==> config.mk <==
export PLATFORM = sky130hd
export DESIGN_NAME = cortex_m0_soc
export DESIGN_NICKNAME = d
export VERILOG_FILES = /design/src/rtl/cm0_soc_pkg.sv /design/src/rtl/cm0_uart_tx.sv /design/src/rtl/cortex_m0_soc.sv
export SDC_FILE = /design/constraint.sdc
export NUM_CORES = 1
export LEC_CHECK = 0
export ABC_AREA = 1
export CAP_MARGIN = 15
export CORE_AREA = 2 2 99 101
export CTS_CLUSTER_DIAMETER = 30
export DETAILED_ROUTE_END_ITERATION = 8
export DIE_AREA = 0 0 101 103
export HOLD_SLACK_MARGIN = 0.1
export SYNTH_ARGS = -nofsm -noshare
export SYNTH_HDL_FRONTEND = slang
export SYNTH_HIERARCHICAL = 1
export SYNTH_SLANG_ARGS = --single-unit
==> constraint.sdc <==
create_clock -name clk -period 3.9 [get_ports clk]
set_input_delay 0.78 -clock clk [delete_from_list [all_inputs] [get_ports clk]]
set_output_delay 0.78 -clock clk [all_outputs]
set_load 0.02 [all_outputs]
==> src/rtl/cm0_soc_pkg.sv <==
// Shared constants for the cortex_m0_soc UART message beacon.
package cm0_soc_pkg;

  localparam int unsigned FRAME_BITS      = 10;
  localparam int unsigned DEFAULT_CLK_DIV = 16;
  localparam int unsigned ROM_DEPTH       = 16;
  localparam int unsigned IDX_W           = 4;
  localparam int unsigned DIV_W           = 16;
  localparam int unsigned BIT_W           = 4;

  // "Hello CortexM0!\n", element 0 = 'H', element 15 = '\n'
  localparam logic [ROM_DEPTH-1:0][7:0] MSG_ROM = {
    8'h0A, 8'h21, 8'h30, 8'h4D, 8'h78, 8'h65, 8'h74, 8'h72,
    8'h6F, 8'h43, 8'h20, 8'h6F, 8'h6C, 8'h6C, 8'h65, 8'h48
  };

endpackage

==> src/rtl/cm0_uart_tx.sv <==
// 8N1 UART transmitter: divider, bit counter and shift register.
// A start request seen at the end of a stop bit chains the next frame with no idle gap.
module cm0_uart_tx
  import cm0_soc_pkg::*;
#(
  parameter int unsigned CLK_DIV = DEFAULT_CLK_DIV
) (
  input  logic       clk,
  input  logic       rst,
  input  logic       start,
  input  logic [7:0] data,
  output logic       txd,
  output logic       busy,
  output logic       done_c
);

  localparam logic [DIV_W-1:0] DIV_LAST = DIV_W'(CLK_DIV - 1);
  localparam logic [BIT_W-1:0] BIT_LAST = BIT_W'(FRAME_BITS - 1);

  typedef enum logic {
    ST_IDLE  = 1'b0,
    ST_FRAME = 1'b1
  } state_t;

  state_t           state_q, state_d;
  logic [DIV_W-1:0] div_q, div_d;
  logic [BIT_W-1:0] bit_q, bit_d;
  logic [8:0]       shift_q, shift_d;
  logic             txd_q, txd_d;
  logic             busy_q, busy_d;

  // Last cycle of the stop bit
  assign done_c = (state_q == ST_FRAME) && (bit_q == BIT_LAST) && (div_q == DIV_LAST);

  // Next-state: load a frame, advance the divider, or step to the next bit
  always_comb begin
    state_d = state_q;
    div_d   = div_q;
    bit_d   = bit_q;
    shift_d = shift_q;
    txd_d   = txd_q;
    busy_d  = busy_q;
    case (state_q)
      ST_IDLE: begin
        if (start) begin
          state_d = ST_FRAME;
          busy_d  = 1'b1;
          txd_d   = 1'b0;
          shift_d = {1'b1, data};
          bit_d   = '0;
          div_d   = '0;
        end
      end
      ST_FRAME: begin
        if (div_q == DIV_LAST) begin
          div_d = '0;
          if (bit_q == BIT_LAST) begin
            if (start) begin
              txd_d   = 1'b0;
              shift_d = {1'b1, data};
              bit_d   = '0;
            end else begin
              state_d = ST_IDLE;
              busy_d  = 1'b0;
              txd_d   = 1'b1;
              bit_d   = '0;
            end
          end else begin
            bit_d   = bit_q + BIT_W'(1);
            txd_d   = shift_q[0];
            shift_d = {1'b1, shift_q[8:1]};
          end
        end else begin
          div_d = div_q + DIV_W'(1);
        end
      end
      default: state_d = ST_IDLE;
    endcase
  end

  // Transmitter state registers
  always_ff @(posedge clk or posedge rst) begin
    if (rst) begin
      state_q <= ST_IDLE;
      div_q   <= '0;
      bit_q   <= '0;
      shift_q <= '1;
      txd_q   <= 1'b1;
      busy_q  <= 1'b0;
    end else begin
      state_q <= state_d;
      div_q   <= div_d;
      bit_q   <= bit_d;
      shift_q <= shift_d;
      txd_q   <= txd_d;
      busy_q  <= busy_d;
    end
  end

  assign txd  = txd_q;
  assign busy = busy_q;

endmodule

==> src/rtl/cortex_m0_soc.sv <==
// Continuous UART beacon sending the message ROM back-to-back.
// Optional macro CM0_SOC_LED_EN: when defined, LED counts completed frames;
// otherwise LED is tied to zero.
module cortex_m0_soc
  import cm0_soc_pkg::*;
#(
  parameter int unsigned CLK_DIV = DEFAULT_CLK_DIV,
  parameter int unsigned MSG_LEN = ROM_DEPTH
) (
  input  logic       clk,
  input  logic       RSTn,
  output logic       TXD,
  output logic       tx_busy,
  output logic [7:0] LED
);

  localparam logic [IDX_W-1:0] IDX_LAST = IDX_W'(MSG_LEN - 1);

  logic             rst;
  logic             done_c;
  logic [IDX_W-1:0] idx_q;
  logic [IDX_W-1:0] idx_nxt_c;
  logic [7:0]       data_c;

  // The reset pin is active high despite its name
  assign rst = RSTn;

  // At the end of a frame the transmitter loads the following byte on the same edge
  always_comb begin
    idx_nxt_c = (idx_q == IDX_LAST) ? '0 : idx_q + IDX_W'(1);
    data_c    = done_c ? MSG_ROM[idx_nxt_c] : MSG_ROM[idx_q];
  end

  // Byte index of the frame currently on the line
  always_ff @(posedge clk or posedge rst) begin
    if (rst) idx_q <= '0;
    else if (done_c) idx_q <= idx_nxt_c;
  end

  cm0_uart_tx #(
    .CLK_DIV (CLK_DIV)
  ) u_tx (
    .clk    (clk),
    .rst    (rst),
    .start  (1'b1),
    .data   (data_c),
    .txd    (TXD),
    .busy   (tx_busy),
    .done_c (done_c)
  );

`ifdef CM0_SOC_LED_EN
  logic [7:0] led_q;

  // Completed-frame counter, wraps at 256
  always_ff @(posedge clk or posedge rst) begin
    if (rst) led_q <= '0;
    else if (done_c) led_q <= led_q + 8'(1);
  end

  assign LED = led_q;
`else
  assign LED = 8'h00;
`endif

endmodule

==> flow_summary_export.csv, run 1 <==
group,metric,value,unit
global_route,met1_usage,18.9,%
setup_path,critPathMaxStageDelay,0.47,ns
clock_tree,tritoncts,"done",
synthesis,synth_top_area_share,26.5,%
clock_tree,cts_sinks,36,
floorplan,coreArea,0.00946,mm²
synthesis,synth_flop_cell,"dfrtp_1",
global_route,grt_max_degree,36,
synthesis,synth_enable_flop_cells,0,
pwr,p_int,508,µW
synthesis,synth_area_leaders,"nand2_1, dfrtp_1, dfstp_2, nand3_1, ha_1",
synthesis,ys_seq_area_share,30.5,%
layout,diodes,0,
synthesis,syn_inst,465,
global_route,grt.busiest_layer,"met2",
pwr,powerDensity,211,mW/mm²
global_route,grt_overflow,0,
detailed_routing,wl_per_cell,11.8,µm
clock_tree,cts_resized,0,
synthesis,yosysUniqueCellTypes,37,
setup_path,crit_end,"u_tx/shift_q[4]",
detailed_routing,wl,6840,µm
pwr,p_seq_share,56.1,%
layout,nNetsFinal,477,
pwr,swShare,24.0,%
clock_tree,hold_buffers,0,
floorplan,placementRows,36,
pwr,clkPwrFrac,39.1,%
setup_path,crit_arrival,2.73,ns
floorplan,ioPinCount,12,
clock_tree,cts_buffer_depth,2,
setup_path,slowest_stage,"dfrtp_1",
clock_tree,clk_latency,0.29,ns
floorplan,initial_utilization,31.7,%
synthesis,yosys.cell_count.top_type,"nand2_1",
global_route,met3_usage,2.10,%
synthesis,synth_area,0.00300,mm²
floorplan,die_w,101,µm
setup_path,path_cells,"ha_1, nand3_4, nor2_4, nand2_2, nor2_4, inv_1, o2111ai_1, o21ai_1, nand2_1, nand2_1, nand2_1, nand2_1, nand2_1, nand2_1, nand2_1, nand2_1",
setup_path,crit_path_start_kind,"flop",
setup_path,cp.depth,16,
global_route,grt_pass1_wl,11800,µm
setup_path,crit_path_end_kind,"flop",
pwr,leakage,1.58,nW
global_route,grt_pass1_vias,2487,
sta,tns,0,ns
sta,relSlewSlack,37.0,%
clock_tree,post_cts_buffers,0,
setup_path,worstSetupPathType,"reg -> reg",
setup_path,crit_path_start,"u_tx/div_q[0]",
layout,fin_util,33.5,%
synthesis,yosys_warnings,6,
setup_path,crit_path_frequent_cell,"nand2_1",
setup_path,cp_max_fo,14,
detailed_routing,detail-route-antenna-nets,0,
sta,clock.fmax,398,MHz
sta,setup_viol,0,
sta,skew,0.00993,ns
setup_path,rrSetupSlack,1.39,ns
synthesis,synth-seq-cells,36,
setup_path,r2r_cells,16,
sta,fin_crit,2.51,ns
clock_tree,clk_pin_slew,0.07,ns
clock_tree,cts-htree-levels,2,
setup_path,crit_family,"simple AND/OR/NAND/NOR gates",
global_route,antenna_found_initial,0,
detailed_routing,vias_per_cell,4.77,
clock_tree,numCtsBuffers,5,
layout,syn2layout_area_growth,5.80,%
status,status,"finished clean",
global_route,grt_usage,13.7,%
detailed_routing,drc,0,
pwr,ir_drop,0.113,mV
detailed_routing,drt_iter0_drc,257,
setup_path,worst_r2r_endpoint,"u_tx/shift_q[4]",
global_route,grt_util_met2,22.6,%
pwr,power_frac_comb,4.8,%
flow_run,max_cap_viol_count,0,
layout,drive_above_1_share,9.89,%
place,dp.final_hpwl,4950,µm
sta,worst_pin_slew,0.941,ns
sta,slew_violations,0,
detailed_routing,vias,2762,
setup_path,critPathBufInv,1,
setup_path,r2r-start,"u_tx/div_q[0]",
setup_path,cp.required,4.12,ns
synthesis,syn_avg_cell_area,6.45,µm²
place,port_buffers,3,
sta,period_share,64.4,%
sta,hold_viol,0,
detailed_routing,drt-pass1-iter-count,4,
worst_hold_path,hp-class,"reg -> reg",
floorplan,die-area,0.0104,mm²
synthesis,synthArstFlopShare,100,%
floorplan,fp.dieH,103,µm
place,place.gp.congestion,0.887,
sta,grt_setup_unrepaired,"false",
pwr,power_switching,160,µW
clock_tree,clockRootBuffer,"clkbuf_8",
synthesis,synth_top_area_cell,"nand2_1",
synthesis,synthTopCellsByCount,"nand2_1, nand3_1, inv_1",
-- through the flow --
step	instance area (µm²)	cells	hold slack, ns	total power, mW	setup slack, ns
2_1_floorplan	3030	473	0.471	0.409	1.87
3_3_place_gp	3060	570	0.478	0.409	1.46
3_5_place_dp	3060	570	0.483	0.409	1.40
4_1_cts	3150	578	0.495	0.677	1.37
5_1_grt	3170	579	0.521	0.705	1.05
6_report	3170	579	0.495	0.668	1.39
-- power by group through the flow --
| stage | Clock [mW] | Sequential [mW] | Combinational [mW] |
|---|---|---|---|
| final | 0.262 | 0.375 | 0.0321 |
| after global routing | 0.294 | 0.375 | 0.0362 |
| after CTS | 0.275 | 0.374 | 0.0276 |
| after detailed placement | 0 | 0.381 | 0.0276 |
| after global placement | 0 | 0.381 | 0.0273 |
| after floorplan | 0 | 0.382 | 0.0275 |
-- cells in the final DEF, fill, tap and decap left out --
master,Yosys,routed
a21o_1,1,1
a21oi_1,4,4
a21oi_2,1,1
buf_16,0,1
buf_4,12,3
clkbuf_1,1,2
clkbuf_8,0,5
clkdlybuf4s50_1,0,3
clkinv_2,0,1
conb_1,2,10
dfrtp_1,26,26
dfstp_2,10,10
ha_1,11,11
inv_1,33,33
inv_2,3,3
nand2_1,212,212
nand2_2,6,6
nand2_4,4,4
nand3_1,43,43
nand3_2,4,4
nand3_4,1,1
nand3b_1,2,2
nand4_1,5,5
nand4_4,1,1
nor2_1,29,29
nor2_2,2,2
nor2_4,3,3
nor3_1,2,2
o2111ai_1,1,1
o211ai_1,3,3
o21ai_0,12,12
o21ai_1,10,10
o21bai_1,6,6
o22ai_1,1,1
or2_2,1,1
xnor2_1,1,1
xor2_1,2,2
-- worst min-delay path by stage --
stage | startpoint | to | slack (ns) | cells past startpoint
after floorplan | u_tx/shift_q[1] | u_tx/shift_q[1] | 0.47 | 2
after global placement | u_tx/txd | u_tx/txd | 0.48 | 2
after detailed placement | u_tx/txd | u_tx/txd | 0.48 | 2
after CTS | u_tx/txd | u_tx/txd | 0.50 | 2
after global routing | u_tx/shift_q[8] | u_tx/shift_q[8] | 0.52 | 1
final | u_tx/txd | u_tx/txd | 0.49 | 2
-- final cells by class --
| type | count | area, µm² |
|---|---|---|
| fill | 1013 | 6290 |
| multi-input combinational | 378 | 1820 |
| sequential | 36 | 913 |
| tap | 114 | 143 |
| inverter | 36 | 135 |
| timing repair buffer | 7 | 80.1 |
| clock buffer | 7 | 76.3 |
| clock inverter | 1 | 5.00 |
-- routing by layer --
metal  vias up  part of all wire [%]
li1       1446                     -
met1      1267                    51
met2        44                    45
met3         5                   2.5
met4         0                  0.89
met5         -                     0
-- sequential cells by signal, summed over array words and instances (netlist names) --
signal,cells
u_tx/div_q,16
u_tx/busy,1
idx_q,4
u_tx/shift_q,9
u_tx/bit_q,4
u_tx/txd,1
u_tx/state_q,1
-- worst register-to-register path, cell delays in order (launching register included) --
cell and delay (ns):
dfrtp_1 0.47, ha_1 0.31, nand3_4 0.13, nor2_4 0.15
nand2_2 0.21, nor2_4 0.33, inv_1 0.20, o2111ai_1 0.14
o21ai_1 0.09, nand2_1 0.07, nand2_1 0.06, nand2_1 0.05
nand2_1 0.05, nand2_1 0.05, nand2_1 0.05, nand2_1 0.05
nand2_1 0.05
-- logic make-up after synthesis --
family | share of synthesized area (%)
simple gates | 46.3
other cells | 0.250
xor+xnor | 0.876
buf+inv | 9.85
compound gates | 7.63
flops | 30.5
fa+ha+maj | 4.59
Power figures use the tool's default switching activity.
==> run 2, diff against run 1 <==
==> constraint.sdc (replaced) <==
create_clock -name clk -period 2.29 [get_ports clk]
set_input_delay 0.458 -clock clk [delete_from_list [all_inputs] [get_ports clk]]
set_output_delay 0.458 -clock clk [all_outputs]
set_load 0.02 [all_outputs]
==> run 2 against run 1 <==
  * Wire length rose by 0.98%
  * Final cell count rose by 1.0%
  * Largest cell class unchanged
  * Highest routed layer unchanged
  * Via count rose by 0.47%
  * Largest power group unchanged
  * Combinational power rose by 46%
  * Count of clock-buffer cells in the layout rose by 1
  * Clock power rose by 94%
  * Setup slack got worse by 1.1 ns
  * Non-clock buffer count rose by 6
  * Die area did not move
  * Sequential cell count did not move
==> flow_summary_export.csv, run 2 (synthesized netlist as in run 1, its figures left out) <==
group,metric,value,unit
clock_tree,hold_buffers,0,
sta,worst_pin_slew,0.988,ns
sta,slew_violations,0,
sta,setup_viol,0,
sta,clock.fmax,502,MHz
detailed_routing,vias_per_cell,4.74,
detailed_routing,drt_iter0_drc,118,
detailed_routing,drt-pass1-iter-count,4,
floorplan,initial_utilization,31.7,%
layout,top_regs,"u_tx/div_q: 16 flops, u_tx/shift_q: 9 flops",
clock_tree,clk_latency,0.29,ns
sta,relSlewSlack,33.9,%
detailed_routing,wl_per_cell,11.8,µm
place,postPlaceCellArea,0.00311,mm²
floorplan,placementRows,36,
pwr,powerDensity,370,mW/mm²
sta,hold_viol,0,
place,place_ws,0.184,ns
detailed_routing,vias,2775,
sta,period_share,87.0,%
floorplan,fp.dieH,103,µm
layout,drive_above_1_share,11.7,%
floorplan,die-area,0.0104,mm²
sta,fin_crit,1.99,ns
setup_path,crit_path_end_kind,"flop",
global_route,antenna_found_initial,0,
layout,top_register,"u_tx/div_q",
layout,final_cell_mix,"nand2_1, nand3_1, inv_1",
clock_tree,tritoncts,"done",
global_route,grt_pass1_wl,12000,µm
global_route,grt_max_degree,36,
layout,diodes,0,
setup_path,cp.required,2.53,ns
floorplan,die_w,101,µm
clock_tree,clockRootBuffer,"clkbuf_8",
layout,layout_commonest_cell,"nand2_1",
detailed_routing,wl,6900,µm
pwr,leakage,1.61,nW
clock_tree,cts_buffer_depth,2,
layout,finalInstanceArea,0.00322,mm²
sta,finalWorstSetupSlack,0.297,ns
setup_path,worstSetupPathType,"reg -> reg",
status,status,"finished clean",
flow_run,max_cap_viol_count,0,
clock_tree,clk_pin_slew,0.08,ns
sta,tns,0,ns
setup_path,crit_path_start_kind,"flop",
place,place.gp.congestion,0.907,
global_route,grt_overflow,0,
detailed_routing,detail-route-antenna-nets,0,
global_route,grt_pass1_vias,2544,
detailed_routing,drc,0,
clock_tree,numCtsBuffers,5,
pwr,ir_drop,0.195,mV
clock_tree,cts-htree-levels,2,
sta,grt_setup_unrepaired,"false",
layout,syn2layout_area_growth,7.38,%
place,port_buffers,3,
layout,largest_reg_flops,16,
setup_path,cp_max_fo,8,
global_route,grt_usage,14.2,%
floorplan,ioPinCount,12,
floorplan,coreArea,0.00946,mm²
setup_path,crit_arrival,2.23,ns
worst_hold_path,hp-class,"in -> async",
sta,skew,0.00847,ns
place,dp.final_hpwl,4980,µm
clock_tree,cts_sinks,36,
layout,nNetsFinal,483,
-- run 2: critical path, stage by stage, from the launching register on --
cell and delay, ns:
dfrtp_1 0.41, inv_1 0.09, ha_1 0.16, nand2_1 0.07, nor2_2 0.10, nand2_1 0.11
nor2_4 0.15, buf_4 0.17, nand2_2 0.07, nand2_1 0.06, nand2_1 0.04, nand2_1 0.06
nand2_1 0.05, nand2_1 0.07, nand2_1 0.05, nand2_1 0.06, nand2_1 0.05, nand2_1 0.07
nand2_1 0.05, nand2_1 0.06
-- run 2: worst paths after layout --
check | start | slack [ns] | to | depth (start not counted)
max | u_tx/bit_q[1] | 0.30 | u_tx/shift_q[3] | 19
min reg2reg | u_tx/txd | 0.49 | u_tx/txd | 2
max in group asynchronous | RSTn | 1.35 | u_tx/shift_q[5] | 3
min in group clk | u_tx/txd | 0.49 | u_tx/txd | 2
max reg2reg | u_tx/bit_q[1] | 0.30 | u_tx/shift_q[3] | 19
min | RSTn | 0.37 | idx_q[2] | 2
-- run 2: metal layers --
metal,wire length (µm),vias to the layer above,GRT usage [%]
li1,-,1462,-
met1,3290,1243,18.6
met2,3270,62,24.6
met3,247,8,2.03
met4,91,0,3.95
met5,0,-,0
-- run 2: power breakdown --
part,internal [mW],switching (mW),total [mW]
clock,0.275,0.233,0.507
combinational,0.00849,0.0384,0.0469
sequential,0.637,0.000398,0.638
-- run 2: repair_timing --
item	in CTS	in global routing
gates resized for setup	0	2
buffers inserted	0	1
setup endpoints to repair	0	4
-- run 2: final cells by class --
| cell class | instances | area, µm² |
|---|---|---|
| Fill cell | 1026 | 6240 |
| Multi-Input combinational cell | 378 | 1820 |
| Sequential cell | 36 | 915 |
| Tap cell | 114 | 143 |
| Inverter | 36 | 135 |
| Timing Repair Buffer | 13 | 105 |
| Clock buffer | 8 | 100 |
-- run 2: through the flow --
stage               hold slack (ns)  instances  power, mW  util (%)
detailed placement            0.479        576      0.695      32.9
global placement              0.477        576      0.694      32.9
finish                        0.371        585       1.19      34.0
CTS                           0.378        584       1.21      33.9
floorplan                     0.224        473      0.697         -
global route                  0.398        585       1.25      34.0
==> run 3, diff against run 2 <==
--- a/config.mk
+++ b/config.mk
@@ -11,7 +11,9 @@
 export CTS_CLUSTER_DIAMETER = 30
 export DETAILED_ROUTE_END_ITERATION = 8
 export DIE_AREA = 0 0 101 103
+export GPL_ROUTABILITY_DRIVEN = 1
 export HOLD_SLACK_MARGIN = 0.1
+export PLACE_DENSITY = 0.59
 export SYNTH_ARGS = -nofsm -noshare
 export SYNTH_HDL_FRONTEND = slang
 export SYNTH_HIERARCHICAL = 1
==> run 3 against run 2 <==
  * Non-clock buffer count up 2
  * Sequential share of layout area down 0.14 points
  * Combinational power down 1%
  * Cell area up 0.35%
  * Highest routed layer unchanged
  * Via count up 2.4%
  * Register-to-register slack about the same
  * Sequential cell count unchanged
  * First-iteration DRC count up 79%
  * Largest cell class unchanged
  * Count of clock-buffer cells in the layout unchanged
  * Power down 0.83%
  * Clock power down 2%
  * Hold slack better by 0.026 ns
==> flow_summary_export.csv, run 3 (synthesized netlist as in run 1, its figures left out) <==
group,metric,value,unit
place,port_buffers,3,
pwr,p_int,921,µW
layout,syn2layout_area_growth,7.76,%
sta,grt_setup_unrepaired,"false",
pwr,power_switching,262,µW
worst_hold_path,hp-class,"in -> async",
layout,n_fill_cell,1012,
clock_tree,tritoncts,"done",
place,place.gp.congestion,0.851,
sta,relSlewSlack,36.1,%
layout,largest_reg_flops,16,
pwr,p_seq_share,54.0,%
pwr,swShare,22.1,%
setup_path,worstSetupPathType,"reg -> reg",
layout,top_register,"u_tx/div_q",
detailed_routing,drt_iter0_drc,211,
layout,final_cell_mix,"nand2_1, nand3_1, inv_1",
layout,drive_above_1_share,11.6,%
clock_tree,clockRootBuffer,"clkbuf_8",
detailed_routing,drc,0,
setup_path,cp_max_fo,9,
global_route,grt_overflow,0,
sta,fin_crit,2.01,ns
layout,layout_commonest_cell,"nand2_1",
sta,tns,0,ns
clock_tree,clk_latency,0.29,ns
sta,period_share,87.6,%
detailed_routing,vias_per_cell,4.84,
flow_run,max_cap_viol_count,0,
setup_path,crit_path_frequent_cell,"nand2_1",
setup_path,slowest_stage,"dfrtp_1",
layout,nNetsFinal,485,
setup_path,critPathMaxStageDelay,0.41,ns
setup_path,crit_arrival,2.23,ns
sta,setup_viol,0,
floorplan,die-area,0.0104,mm²
global_route,antenna_found_initial,0,
global_route,grt_pass1_vias,2639,
setup_path,crit_path_start_kind,"flop",
layout,finalInstanceArea,0.00323,mm²
floorplan,initial_utilization,31.7,%
setup_path,cp.required,2.52,ns
setup_path,crit_path_end_kind,"flop",
setup_path,critPathBufInv,1,
sta,skew,0.0127,ns
status,status,"finished clean",
clock_tree,cts_sinks,36,
sta,slew_violations,0,
setup_path,rrSetupSlack,0.28,ns
sta,clock.fmax,499,MHz
layout,diodes,0,
place,place_ws,0.223,ns
clock_tree,clk_pin_slew,0.07,ns
sta,worst_pin_slew,0.955,ns
clock_tree,numCtsBuffers,5,
place,dp.final_hpwl,4840,µm
setup_path,path_cells,"ha_1, inv_2, nand2_2, nand2_4, nand2_2, nand2_1, nand2_1, nand2_1, nand2_1, nand2_1, nand2_1, nand2_1, nand2_1, nand2_1, nand2_1, nand2_1, nand2_1, nand2_1",
pwr,p_total,1.18,mW
global_route,grt_pass1_wl,11700,µm
setup_path,r2r-start,"idx_q[1]",
setup_path,worst_r2r_endpoint,"u_tx/shift_q[2]",
setup_path,crit_family,"simple AND/OR/NAND/NOR gates",
global_route,grt_usage,13.8,%
place,postPlaceCellArea,0.00311,mm²
clock_tree,cts-htree-levels,2,
pwr,leakage,1.63,nW
floorplan,placementRows,36,
setup_path,r2r_cells,18,
sta,finalWorstSetupSlack,0.285,ns
global_route,grt_max_degree,36,
detailed_routing,wl,6660,µm
floorplan,ioPinCount,12,
sta,hold_viol,0,
detailed_routing,drt-pass1-iter-count,4,
floorplan,coreArea,0.00946,mm²
detailed_routing,detail-route-antenna-nets,0,
floorplan,die_w,101,µm
detailed_routing,vias,2841,
pwr,powerDensity,366,mW/mm²
detailed_routing,wl_per_cell,11.3,µm
pwr,clkPwrFrac,42.1,%
floorplan,fp.dieH,103,µm
pwr,power_frac_comb,3.9,%
clock_tree,cts_buffer_depth,2,
pwr,ir_drop,0.211,mV
layout,top_regs,"u_tx/div_q: 16 flops, u_tx/shift_q: 9 flops",
run 3: changes by cell type in the layout (fill, tap and decap cells not counted), sizes merged:
cell  previous run  this run
buf             10        12
run 3: through the flow:
stage          std cells  hold WS, ns  utilization [%]
6_report             587        0.397             34.2
5_1_grt              587        0.405             34.2
4_1_cts              584        0.402             33.9
3_5_place_dp         576        0.486             32.9
3_3_place_gp         576        0.477             32.9
2_1_floorplan        473        0.224                -
run 3: worst max path at each step:
stage          slack (ns)     startpoint  cells past startpoint         endpoint
2_1_floorplan        0.26  u_tx/div_q[0]                     17  u_tx/shift_q[4]
3_5_place_dp         0.22  u_tx/div_q[1]                     16  u_tx/shift_q[3]
4_1_cts              0.21  u_tx/div_q[1]                     16  u_tx/shift_q[3]
3_3_place_gp         0.27  u_tx/div_q[1]                     16  u_tx/shift_q[4]
6_report             0.28       idx_q[1]                     18  u_tx/shift_q[2]
5_1_grt              0.02       idx_q[1]                     18  u_tx/shift_q[0]
run 3: power by group through the flow:
stage	clock (mW)	sequential, mW	combinational (mW)
floorplan	0	0.650	0.0468
global placement	0	0.649	0.0452
detailed placement	0	0.649	0.0452
CTS	0.521	0.638	0.0451
global route	0.552	0.638	0.0543
finish	0.498	0.638	0.0464
run 3: per-layer routing:
metal | global-route usage (%) | wire length (µm) | vias up | part of all wire, %
met5 | 0 | 0 | - | 0
met4 | 5.09 | 91 | 0 | 1.4
met3 | 2.24 | 248 | 6 | 3.7
met2 | 22.8 | 3070 | 55 | 46
met1 | 18.4 | 3250 | 1318 | 49
li1 | - | - | 1462 | -
run 3: timing repair:
item                                    4_1_cts  5_1_grt
endpoints found under the setup margin        0        5
hold buffers                                  0        0
setup buffers                                 0        3
gates resized for setup                       0        0
run 3: layout make-up:
cell class	instances	area, µm²	share of cell area (%)
clock buffer	8	100	3.10
inverter	36	135	4.18
multi-input combinational	378	1820	56.3
sequential	36	913	28.3
tap	114	143	4.41
timing repair buffer	15	120	3.72
